## src/rtl/async_fifo_wr_ctrl_pkg.sv

```systemverilog
// Shared pointer helpers for the dual-clock FIFO controllers.
// Gray/binary conversions work on a wide word; callers cast to width.
package async_fifo_wr_ctrl_pkg;

  localparam int GW = 32;

  function automatic int ptr_width(input int aw);
    return aw + 1;
  endfunction

  function automatic logic [GW-1:0] bin2gray(
    input logic [GW-1:0] b
  );
    return b ^ (b >> 1);
  endfunction

  function automatic logic [GW-1:0] gray2bin(
    input logic [GW-1:0] g
  );
    logic [GW-1:0] b;
    b = '0;
    b[GW-1] = g[GW-1];
    for (int i = GW - 2; i >= 0; i--)
      b[i] = b[i+1] ^ g[i];
    return b;
  endfunction

endpackage

```

## src/rtl/async_fifo_wr_ctrl_sync.sv

```systemverilog
// Two-flop synchronizer for a gray-coded pointer crossing clock domains.
// Shared by the read- and write-side FIFO controllers.
module gray_ptr_sync #(
  parameter int P = 5
) (
  input  logic         clk,
  input  logic         rst_n,
  input  logic [P-1:0] d,
  output logic [P-1:0] q
);

  logic [P-1:0] s1;

  always_ff @(posedge clk) begin
    if (!rst_n) begin
      s1 <= '0;
      q  <= '0;
    end else begin
      s1 <= d;
      q  <= s1;
    end
  end

endmodule

```

## src/rtl/async_fifo_wr_ctrl.sv

```systemverilog
// Write-side pointer and flag controller of a dual-clock FIFO.
// Flags are registered from the next pointer so full never lags a write.
module async_fifo_wr_ctrl
  import async_fifo_wr_ctrl_pkg::*;
#(
  parameter  int addrWidth        = 4,
  parameter  int almostFullThresh = 2,
  localparam int P = ptr_width(addrWidth)
) (
  input  logic                 CLK,
  input  logic                 nRST,
  input  logic                 enq__ENA,
  output logic                 enq__RDY,
  output logic                 ram_we,
  output logic [addrWidth-1:0] ram_waddr,
  input  logic [P-1:0]         rptrGray,
  output logic [P-1:0]         wptrGray,
  output logic                 full,
  output logic                 almostFull,
  output logic [P-1:0]         level,
  output logic                 overflow
);

  localparam int DEPTH = 1 << addrWidth;
  localparam logic [P-1:0] DEPTH_P = P'(DEPTH);
  localparam logic [P-1:0] THR_P   = P'(almostFullThresh);
  // Full when the write pointer equals the read pointer with the top two gray bits inverted.
  localparam logic [P-1:0] FLIP    = P'(3) << (P - 2);

  logic [P-1:0] wbin;
  logic [P-1:0] wbin_next;
  logic [P-1:0] gray_next;
  logic [P-1:0] sync2;
  logic [P-1:0] rbin_sync;
  logic [P-1:0] level_next;
  logic [P-1:0] free_next;
  logic         accept;
  logic         full_next;
  logic         af_next;

  gray_ptr_sync #(
    .P(P)
  ) u_sync (
    .clk  (CLK),
    .rst_n(nRST),
    .d    (rptrGray),
    .q    (sync2)
  );

  assign enq__RDY  = !full;
  assign accept    = enq__ENA & enq__RDY;
  assign ram_we    = accept & nRST;
  assign ram_waddr = wbin[addrWidth-1:0];

  always_comb begin
    wbin_next  = accept ? wbin + P'(1) : wbin;
    gray_next  = P'(bin2gray(GW'(wbin_next)));
    rbin_sync  = P'(gray2bin(GW'(sync2)));
    level_next = wbin_next - rbin_sync;
    free_next  = DEPTH_P - level_next;
    full_next  = gray_next == (sync2 ^ FLIP);
    af_next    = free_next <= THR_P;
  end

  always_ff @(posedge CLK) begin
    if (!nRST) begin
      wbin       <= '0;
      wptrGray   <= '0;
      full       <= 1'b0;
      almostFull <= 1'b0;
      level      <= '0;
      overflow   <= 1'b0;
    end else begin
      wbin       <= wbin_next;
      wptrGray   <= gray_next;
      full       <= full_next;
      almostFull <= af_next;
      level      <= level_next;
      overflow   <= overflow | (enq__ENA & full);
    end
  end

endmodule

```

## config.mk

```make
export PLATFORM = sky130hd
export DESIGN_NAME = async_fifo_wr_ctrl
export DESIGN_NICKNAME = d
export VERILOG_FILES = /design/src/rtl/async_fifo_wr_ctrl_pkg.sv /design/src/rtl/async_fifo_wr_ctrl_sync.sv /design/src/rtl/async_fifo_wr_ctrl.sv
export SDC_FILE = /design/constraint.sdc
export NUM_CORES = 1
export LEC_CHECK = 0
export CAP_MARGIN = 20
export CORE_MARGIN = 3
export CORE_UTILIZATION = 35
export CTS_CLUSTER_DIAMETER = 150
export DETAILED_ROUTE_END_ITERATION = 10
export GPL_ROUTABILITY_DRIVEN = 0
export SLEW_MARGIN = 20
export SYNTH_ARGS = -nofsm -noshare
export SYNTH_HDL_FRONTEND = slang
export SYNTH_HIERARCHICAL = 1
export SYNTH_SLANG_ARGS = --single-unit
export TNS_END_PERCENT = 100
```

## constraint.sdc

```tcl
create_clock -name CLK -period 4.1 [get_ports CLK]
set_input_delay 0.82 -clock CLK [delete_from_list [all_inputs] [get_ports CLK]]
set_output_delay 0.82 -clock CLK [all_outputs]
set_load 0.005 [all_outputs]
```

==> results of run 1 <==
critical path: stages:
cell                              delay (ns)
sky130_fd_sc_hd__clkdlybuf4s50_1        0.53
sky130_fd_sc_hd__nor2b_4                0.22
sky130_fd_sc_hd__nand4_2                0.13
sky130_fd_sc_hd__xor2_1                 0.34
sky130_fd_sc_hd__inv_1                  0.16
sky130_fd_sc_hd__ha_1                   0.35
sky130_fd_sc_hd__nor2_1                 0.10
sky130_fd_sc_hd__a21oi_1                0.05
sky130_fd_sc_hd__or3_1                  0.33
sky130_fd_sc_hd__and2_1                 0.17
sky130_fd_sc_hd__o31ai_1                0.21
metal layers:
metal | GRT usage [%] | wire length (um) | up-vias
met5 | 0 | 0 | -
met4 | 4.663 | 42 | 0
met1 | 13.40 | 938 | 436
met2 | 19.97 | 1073 | 19
met3 | 2.222 | 92 | 4
li1 | - | - | 473
final cells by class:
type / instances / area (um^2) / share of cell area [%]
flip-flops and latches: 27 / 540.5 / 34.23
repair buffers: 27 / 267.8 / 16.96
inverters: 7 / 26.28 / 1.664
clock buffers: 4 / 26.28 / 1.664
multi-input cells: 92 / 660.6 / 41.84
well taps: 46 / 57.56 / 3.645
sequential cells by signal (all words and copies together), names as in the netlist:
| name | flops |
|---|---|
| wptrGray | 5 |
| full | 1 |
| overflow | 1 |
| u_sync/q | 5 |
| wbin | 4 |
| almostFull | 1 |
| u_sync/s1 | 5 |
| level | 5 |
worst min path at each step:
stage / startpoint / to / slack [ns] / depth (start not counted)
6_report: u_sync/s1[3]$_SDFF_PN0_ / u_sync/q[3]$_SDFF_PN0_ / 0.45 / 1
2_1_floorplan: u_sync/s1[3]$_SDFF_PN0_ / u_sync/q[3]$_SDFF_PN0_ / 0.41 / 1
4_1_cts: u_sync/s1[3]$_SDFF_PN0_ / u_sync/q[3]$_SDFF_PN0_ / 0.45 / 1
5_1_grt: u_sync/s1[1]$_SDFF_PN0_ / u_sync/q[1]$_SDFF_PN0_ / 0.47 / 1
3_5_place_dp: u_sync/s1[3]$_SDFF_PN0_ / u_sync/q[3]$_SDFF_PN0_ / 0.42 / 1
3_3_place_gp: u_sync/s1[3]$_SDFF_PN0_ / u_sync/q[3]$_SDFF_PN0_ / 0.41 / 1
metrics by stage:
stage,area (um^2),worst slack (ns),hold slack (ns)
final,1579,0.9448,0.4465
after global routing,1579,0.6378,0.4700
after CTS,1579,0.9061,0.4499
after detailed placement,1553,0.5677,0.4171
after global placement,1553,0.6476,0.4109
after floorplan,1242,1.416,0.4057
power by group:
part / internal, mW / leakage (nW) / switching, mW / total (mW)
clock: 0.0382 / 0.0150 / 0.0773 / 0.115
combinational: 0.0877 / 0.423 / 0.0798 / 0.167
sequential: 0.284 / 0.222 / 0.00887 / 0.293
cells in the final DEF, fill, tap and decap left out:
cell type and instances:
sky130_fd_sc_hd__ha_1 7, sky130_fd_sc_hd__clkbuf_4 3, sky130_fd_sc_hd__and2_1 13, sky130_fd_sc_hd__o21ai_0 5, sky130_fd_sc_hd__buf_4 1, sky130_fd_sc_hd__clkbuf_1 1, sky130_fd_sc_hd__xnor3_1 1, sky130_fd_sc_hd__nor2_1 17
sky130_fd_sc_hd__a21oi_1 6, sky130_fd_sc_hd__a21boi_0 1, sky130_fd_sc_hd__nand4_1 1, sky130_fd_sc_hd__and2_4 1, sky130_fd_sc_hd__or2_2 1, sky130_fd_sc_hd__nor2b_4 1, sky130_fd_sc_hd__a2111oi_2 1, sky130_fd_sc_hd__or3_1 2
sky130_fd_sc_hd__and3_2 1, sky130_fd_sc_hd__and3b_1 1, sky130_fd_sc_hd__fa_1 1, sky130_fd_sc_hd__clkdlybuf4s50_1 26, sky130_fd_sc_hd__o31ai_1 1, sky130_fd_sc_hd__nand3b_1 1, sky130_fd_sc_hd__nand2b_1 1, sky130_fd_sc_hd__nand3_1 3
sky130_fd_sc_hd__inv_1 7, sky130_fd_sc_hd__xnor2_1 11, sky130_fd_sc_hd__dfxtp_1 27, sky130_fd_sc_hd__xor2_1 8, sky130_fd_sc_hd__nand4_2 1, sky130_fd_sc_hd__mux2i_1 1, sky130_fd_sc_hd__nand2_1 5
cell families after synthesis:
| group | after synthesis | share of synthesized area, % |
|---|---|---|
| mux | 1 | 0.8057 |
| xor+xnor | 20 | 15.21 |
| fa+ha+maj | 8 | 8.660 |
| simple gates | 49 | 21.65 |
| compound gates | 14 | 6.848 |
| flops | 27 | 43.50 |
| buf+inv | 9 | 3.323 |
==> reports/metrics.json, run 1 <==
{
  "cp-startpoint": {"value": "enq__ENA"},
  "vdd_ir_drop_max": {"value": 0.1517, "unit": "mV"},
  "row_count": {"value": 21},
  "final_cell_count_no_fill": {"value": 203},
  "layout_cell_share_with_drive_strength_beyond_1": {"value": 6.369, "unit": "%"},
  "ys_async_sr_fraction": {"value": 0, "unit": "%"},
  "layout-area-overhead-vs-synth": {"value": 27.09, "unit": "%"},
  "die_ht": {"value": 65.58, "unit": "um"},
  "synth-main-ff-cell": {"value": "sky130_fd_sc_hd__dfxtp_1"},
  "tritoncts": {"value": "yes"},
  "total_power": {"value": 575.6, "unit": "uW"},
  "worst_r2r_endpoint": {"value": "almostFull$_SDFF_PN0_"},
  "vias_cell": {"value": 4.591},
  "timing.fmax": {"value": 0.3169, "unit": "GHz"},
  "timing.setup.critical_path_class": {"value": "in2reg"},
  "hpwl": {"value": 1.732, "unit": "mm"},
  "vias": {"value": 932},
  "power_density": {"value": 364.5, "unit": "mW/mm^2"},
  "synth_enable_flop_cells": {"value": 0},
  "unrepaired_setup_endpoints_after_global_routing": {"value": "no"},
  "cp-start-kind": {"value": "input port"},
  "worstSetupEndpointType": {"value": "register"},
  "clk_pin_slew": {"value": 0.14, "unit": "ns"},
  "yosys_warnings": {"value": 6},
  "final_nets": {"value": 174},
  "total_standard_cell_area_after_synthesis": {"value": 0.001242, "unit": "mm^2"},
  "largest_net_degree_at_the_start_of_global_routing": {"value": 16},
  "postSynthRegisterBits": {"value": 27},
  "crit_required": {"value": 4.36, "unit": "ns"},
  "initial_antenna_violation_count": {"value": 0},
  "postCtsSetupBuffers": {"value": 0},
  "setup_viol": {"value": 0},
  "largest_fanout_of_any_net_on_the_critical_path": {"value": 5},
  "fin_crit_sh": {"value": 76.96, "unit": "%"},
  "io_buffer_count": {"value": 26},
  "initial_utilization": {"value": 36.66, "unit": "%"},
  "status": {"value": "finished, final reports clean"},
  "groute.usage.overall": {"value": 11.36, "unit": "%"},
  "detail-route-antenna-nets": {"value": 0},
  "cts_made_buffers": {"value": 3},
  "clock_tree.htree_level_count": {"value": 1},
  "grt_remaining_overflow": {"value": 0},
  "num_antenna_cells": {"value": 0},
  "post_cts_resized": {"value": 0},
  "core_area": {"value": 0.003390, "unit": "mm^2"},
  "cp.arrival": {"value": 3.41, "unit": "ns"},
  "postSynthNetCount": {"value": 144},
  "power_leakage": {"value": 0.6603, "unit": "nW"},
  "clock_tree.buffer_depth": {"value": 2},
  "drv_slew": {"value": 0},
  "die_x": {"value": 65.58, "unit": "um"},
  "design.portCount": {"value": 27},
  "sequential_share_of_the_synthesized_area": {"value": 43.50, "unit": "%"},
  "first_pass_grt_wire_length": {"value": 3.788, "unit": "mm"},
  "synth_most_common_cell": {"value": "sky130_fd_sc_hd__dfxtp_1"},
  "totalWireLength": {"value": 2.147, "unit": "mm"},
  "finClkSkew": {"value": 0.002749, "unit": "ns"},
  "ctsRootBufferMaster": {"value": "sky130_fd_sc_hd__clkbuf_4"},
  "first_global_vias": {"value": 883},
  "critPathCapture": {"value": "almostFull$_SDFF_PN0_"},
  "fillerInstances": {"value": 337},
  "syn_inst": {"value": 128},
  "avgRoutedWirePerCell": {"value": 10.58, "unit": "um"},
  "synth_area_per_cell": {"value": 9.707, "unit": "um^2"},
  "worstSkewPairLatency": {"value": 0.33, "unit": "ns"},
  "fin_util": {"value": 46.59, "unit": "%"},
  "synth_top_area_share": {"value": 43.50, "unit": "%"},
  "dr.pass1.iters": {"value": 4},
  "ff2ff_path_depth": {"value": 11},
  "maxCapViolations": {"value": 0},
  "synth.distinct_cells": {"value": 29},
  "cts_num_sinks": {"value": 27},
  "cells_taking_the_most_area_after_synthesis": {"value": "sky130_fd_sc_hd__dfxtp_1, sky130_fd_sc_hd__xnor2_1, sky130_fd_sc_hd__ha_1, sky130_fd_sc_hd__and2_1, sky130_fd_sc_hd__xor2_1"},
  "rr_startpoint": {"value": "u_sync/q[4]$_SDFF_PN0_"},
  "final_period_minus_worst_setup_slack": {"value": 3.155, "unit": "ns"},
  "initial_drc_count": {"value": 41},
  "timing.slew.headroom": {"value": 68.64, "unit": "%"},
  "placed_cells": {"value": 199},
  "die-area": {"value": 0.004301, "unit": "mm^2"},
  "synth_top_area_cell": {"value": "sky130_fd_sc_hd__dfxtp_1"},
  "worst_hold_path_type": {"value": "reg2reg"},
  "drc_errors": {"value": 0},
  "timing_hold_violations_final": {"value": 0},
  "measured_slew_at_the_worst_slew_check_pin": {"value": 0.4662, "unit": "ns"},
  "synth_commonest_cells": {"value": "sky130_fd_sc_hd__dfxtp_1, sky130_fd_sc_hd__nor2_1, sky130_fd_sc_hd__and2_1"},
  "finalSetupTns": {"value": 0, "unit": "ns"},
  "ctsHoldBuffers": {"value": 0},
  "setup.reg_to_reg.worst_slack": {"value": 1.19, "unit": "ns"}
}
(Power assumes the default switching activity.)
==> run 2: changes to the inputs <==
Clock period 4.1 ns to 2.5 ns, I/O delays scaled along.
==> run 2 against run 1 <==
The run now ends with negative setup slack left. Routed wire length rose by 17%. Combinational power grew 130%. Clock skew up 0.0011 ns. Via count rose by 8.9%. Die area unchanged. Hold slack lost 0.0017 ns. Final area increased by 16%. Critical path depth rose by 1. Setup slack got worse by 1.2 ns. Clock-buffer cell count is the same. Core utilization up 7.5 points. Largest cell class unchanged.
==> reports/metrics.json, run 2 (same netlist as run 1, synthesis figures left out) <==
{
  "critical_path.slowest_cell": {"value": "sky130_fd_sc_hd__fa_1"},
  "worstPathCellList": {"value": "xnor2_2 -> xor2_1 -> xor2_1 -> xnor2_1 -> ha_2 -> fa_1 -> inv_1 -> ha_1 -> o21ai_2 -> nor2_1 -> nand3_1 -> o31ai_2"},
  "groute.usage.overall": {"value": 12.55, "unit": "%"},
  "maxCapViolations": {"value": 0},
  "timing.final.ws_setup": {"value": -0.2093, "unit": "ns"},
  "grt_remaining_overflow": {"value": 0},
  "final_nets": {"value": 202},
  "avgRoutedWirePerCell": {"value": 10.84, "unit": "um"},
  "ctsHoldBuffers": {"value": 0},
  "initial_utilization": {"value": 36.66, "unit": "%"},
  "fin_crit_sh": {"value": 108.4, "unit": "%"},
  "drv_slew": {"value": 0},
  "power_leakage": {"value": 0.8008, "unit": "nW"},
  "drc_errors": {"value": 0},
  "dr.pass1.iters": {"value": 4},
  "cts_made_buffers": {"value": 3},
  "die-area": {"value": 0.004301, "unit": "mm^2"},
  "timing.setup.critical_path_class": {"value": "reg2reg"},
  "place_area": {"value": 0.001773, "unit": "mm^2"},
  "die_x": {"value": 65.58, "unit": "um"},
  "num_antenna_cells": {"value": 0},
  "power_density": {"value": 576.2, "unit": "mW/mm^2"},
  "totalWireLength": {"value": 2.504, "unit": "mm"},
  "initial_antenna_violation_count": {"value": 0},
  "status": {"value": "complete, but fails checks"},
  "design.portCount": {"value": 27},
  "timing.critical_path.mode_cell": {"value": "sky130_fd_sc_hd__xor2_1"},
  "worst_hold_path_type": {"value": "reg2reg"},
  "clk_pin_slew": {"value": 0.15, "unit": "ns"},
  "final_period_minus_worst_setup_slack": {"value": 2.709, "unit": "ns"},
  "finClkSkew": {"value": 0.003808, "unit": "ns"},
  "core_area": {"value": 0.003390, "unit": "mm^2"},
  "failed_checks": {"value": "negative setup slack"},
  "max_stage_delay": {"value": 0.53, "unit": "ns"},
  "largest_fanout_of_any_net_on_the_critical_path": {"value": 3},
  "unrepaired_setup_endpoints_after_global_routing": {"value": "yes"},
  "first_global_vias": {"value": 985},
  "row_count": {"value": 21},
  "crit_required": {"value": 2.76, "unit": "ns"},
  "mostFrequentLayoutCell": {"value": "sky130_fd_sc_hd__buf_4"},
  "vias": {"value": 1015},
  "timing_hold_violations_final": {"value": 0},
  "tritoncts": {"value": "yes"},
  "layout_cell_share_with_drive_strength_beyond_1": {"value": 27.03, "unit": "%"},
  "detail-route-antenna-nets": {"value": 0},
  "layout_common_cells": {"value": "sky130_fd_sc_hd__buf_4, sky130_fd_sc_hd__clkdlybuf4s50_1, sky130_fd_sc_hd__dfxtp_1"},
  "worstSkewPairLatency": {"value": 0.33, "unit": "ns"},
  "finalHoldWorstSlack": {"value": 0.4448, "unit": "ns"},
  "die_ht": {"value": 65.58, "unit": "um"},
  "path_delay_family": {"value": "adder cells"},
  "measured_slew_at_the_worst_slew_check_pin": {"value": 0.3289, "unit": "ns"},
  "cp-start-kind": {"value": "register"},
  "layout-area-overhead-vs-synth": {"value": 47.63, "unit": "%"},
  "vias_cell": {"value": 4.394},
  "worstSetupEndpointType": {"value": "register"},
  "timing.slew.headroom": {"value": 78.05, "unit": "%"},
  "first_pass_grt_wire_length": {"value": 4.215, "unit": "mm"},
  "setup_viol": {"value": 1},
  "clock_tree.buffer_depth": {"value": 2},
  "hpwl": {"value": 2.023, "unit": "mm"},
  "io_buffer_count": {"value": 26},
  "ctsRootBufferMaster": {"value": "sky130_fd_sc_hd__clkbuf_4"},
  "finish.instance_area": {"value": 0.001834, "unit": "mm^2"},
  "clock_tree.htree_level_count": {"value": 1},
  "cp.arrival": {"value": 2.97, "unit": "ns"},
  "critical_path_buf_inv_count": {"value": 1},
  "vdd_ir_drop_max": {"value": 0.2722, "unit": "mV"},
  "cts_num_sinks": {"value": 27},
  "initial_drc_count": {"value": 37},
  "largest_net_degree_at_the_start_of_global_routing": {"value": 15},
  "timing.fmax": {"value": 0.3691, "unit": "GHz"}
}
==> run 2: metrics by stage <==
step	std cells	setup slack (ns)	util (%)	TNS (ns)	total power, mW
after floorplan	128	-0.09953	-	-0.09953	0.6873
after global placement	225	-0.3771	52.31	-1.130	0.8479
after detailed placement	225	-0.4323	52.31	-1.176	0.8600
after CTS	231	-0.2057	53.53	-0.2057	1.056
after global routing	231	-0.3517	54.12	-0.5514	1.118
final	231	-0.2093	54.12	-0.2093	1.057
==> run 2: what timing repair did <==
action / 4_1_cts / 5_1_grt
buffers inserted: 2 / 0
pin swaps: 4 / 3
setup endpoints to repair: 2 / 3
gates resized for setup: 0 / 6
==> run 2: cell type report <==
class,instances,area (um^2)
Inverter,7,26.28
Timing Repair Buffer,55,478.0
Fill cell,295,1555
Clock buffer,4,26.28
Sequential cell,27,543.0
Multi-Input combinational cell,92,703.2
Tap cell,46,57.56
==> run 2: worst paths after layout <==
check | startpoint | to | slack (ns) | depth (start not counted)
worst max-delay path | u_sync/q[3]$_SDFF_PN0_ | almostFull$_SDFF_PN0_ | -0.21 | 12
worst min-delay path | u_sync/s1[3]$_SDFF_PN0_ | u_sync/q[3]$_SDFF_PN0_ | 0.44 | 1
worst max register to register | u_sync/q[3]$_SDFF_PN0_ | almostFull$_SDFF_PN0_ | -0.21 | 12
worst min register to register | u_sync/s1[3]$_SDFF_PN0_ | u_sync/q[3]$_SDFF_PN0_ | 0.44 | 1
==> run 2: power by group <==
| group | switching [mW] | total [mW] | internal, mW |
|---|---|---|---|
| Clock | 0.130 | 0.193 | 0.0626 |
| Combinational | 0.167 | 0.387 | 0.220 |
| Sequential | 0.0116 | 0.477 | 0.466 |
==> run 2: routing by layer <==
metal | vias to the layer above | global-route usage, % | part of all wire (%)
met5 | - | 0 | 0
met4 | 0 | 4.663 | 1.2
met3 | 4 | 2.222 | 3.4
met2 | 19 | 22.12 | 50
met1 | 464 | 15.12 | 45
li1 | 528 | - | -
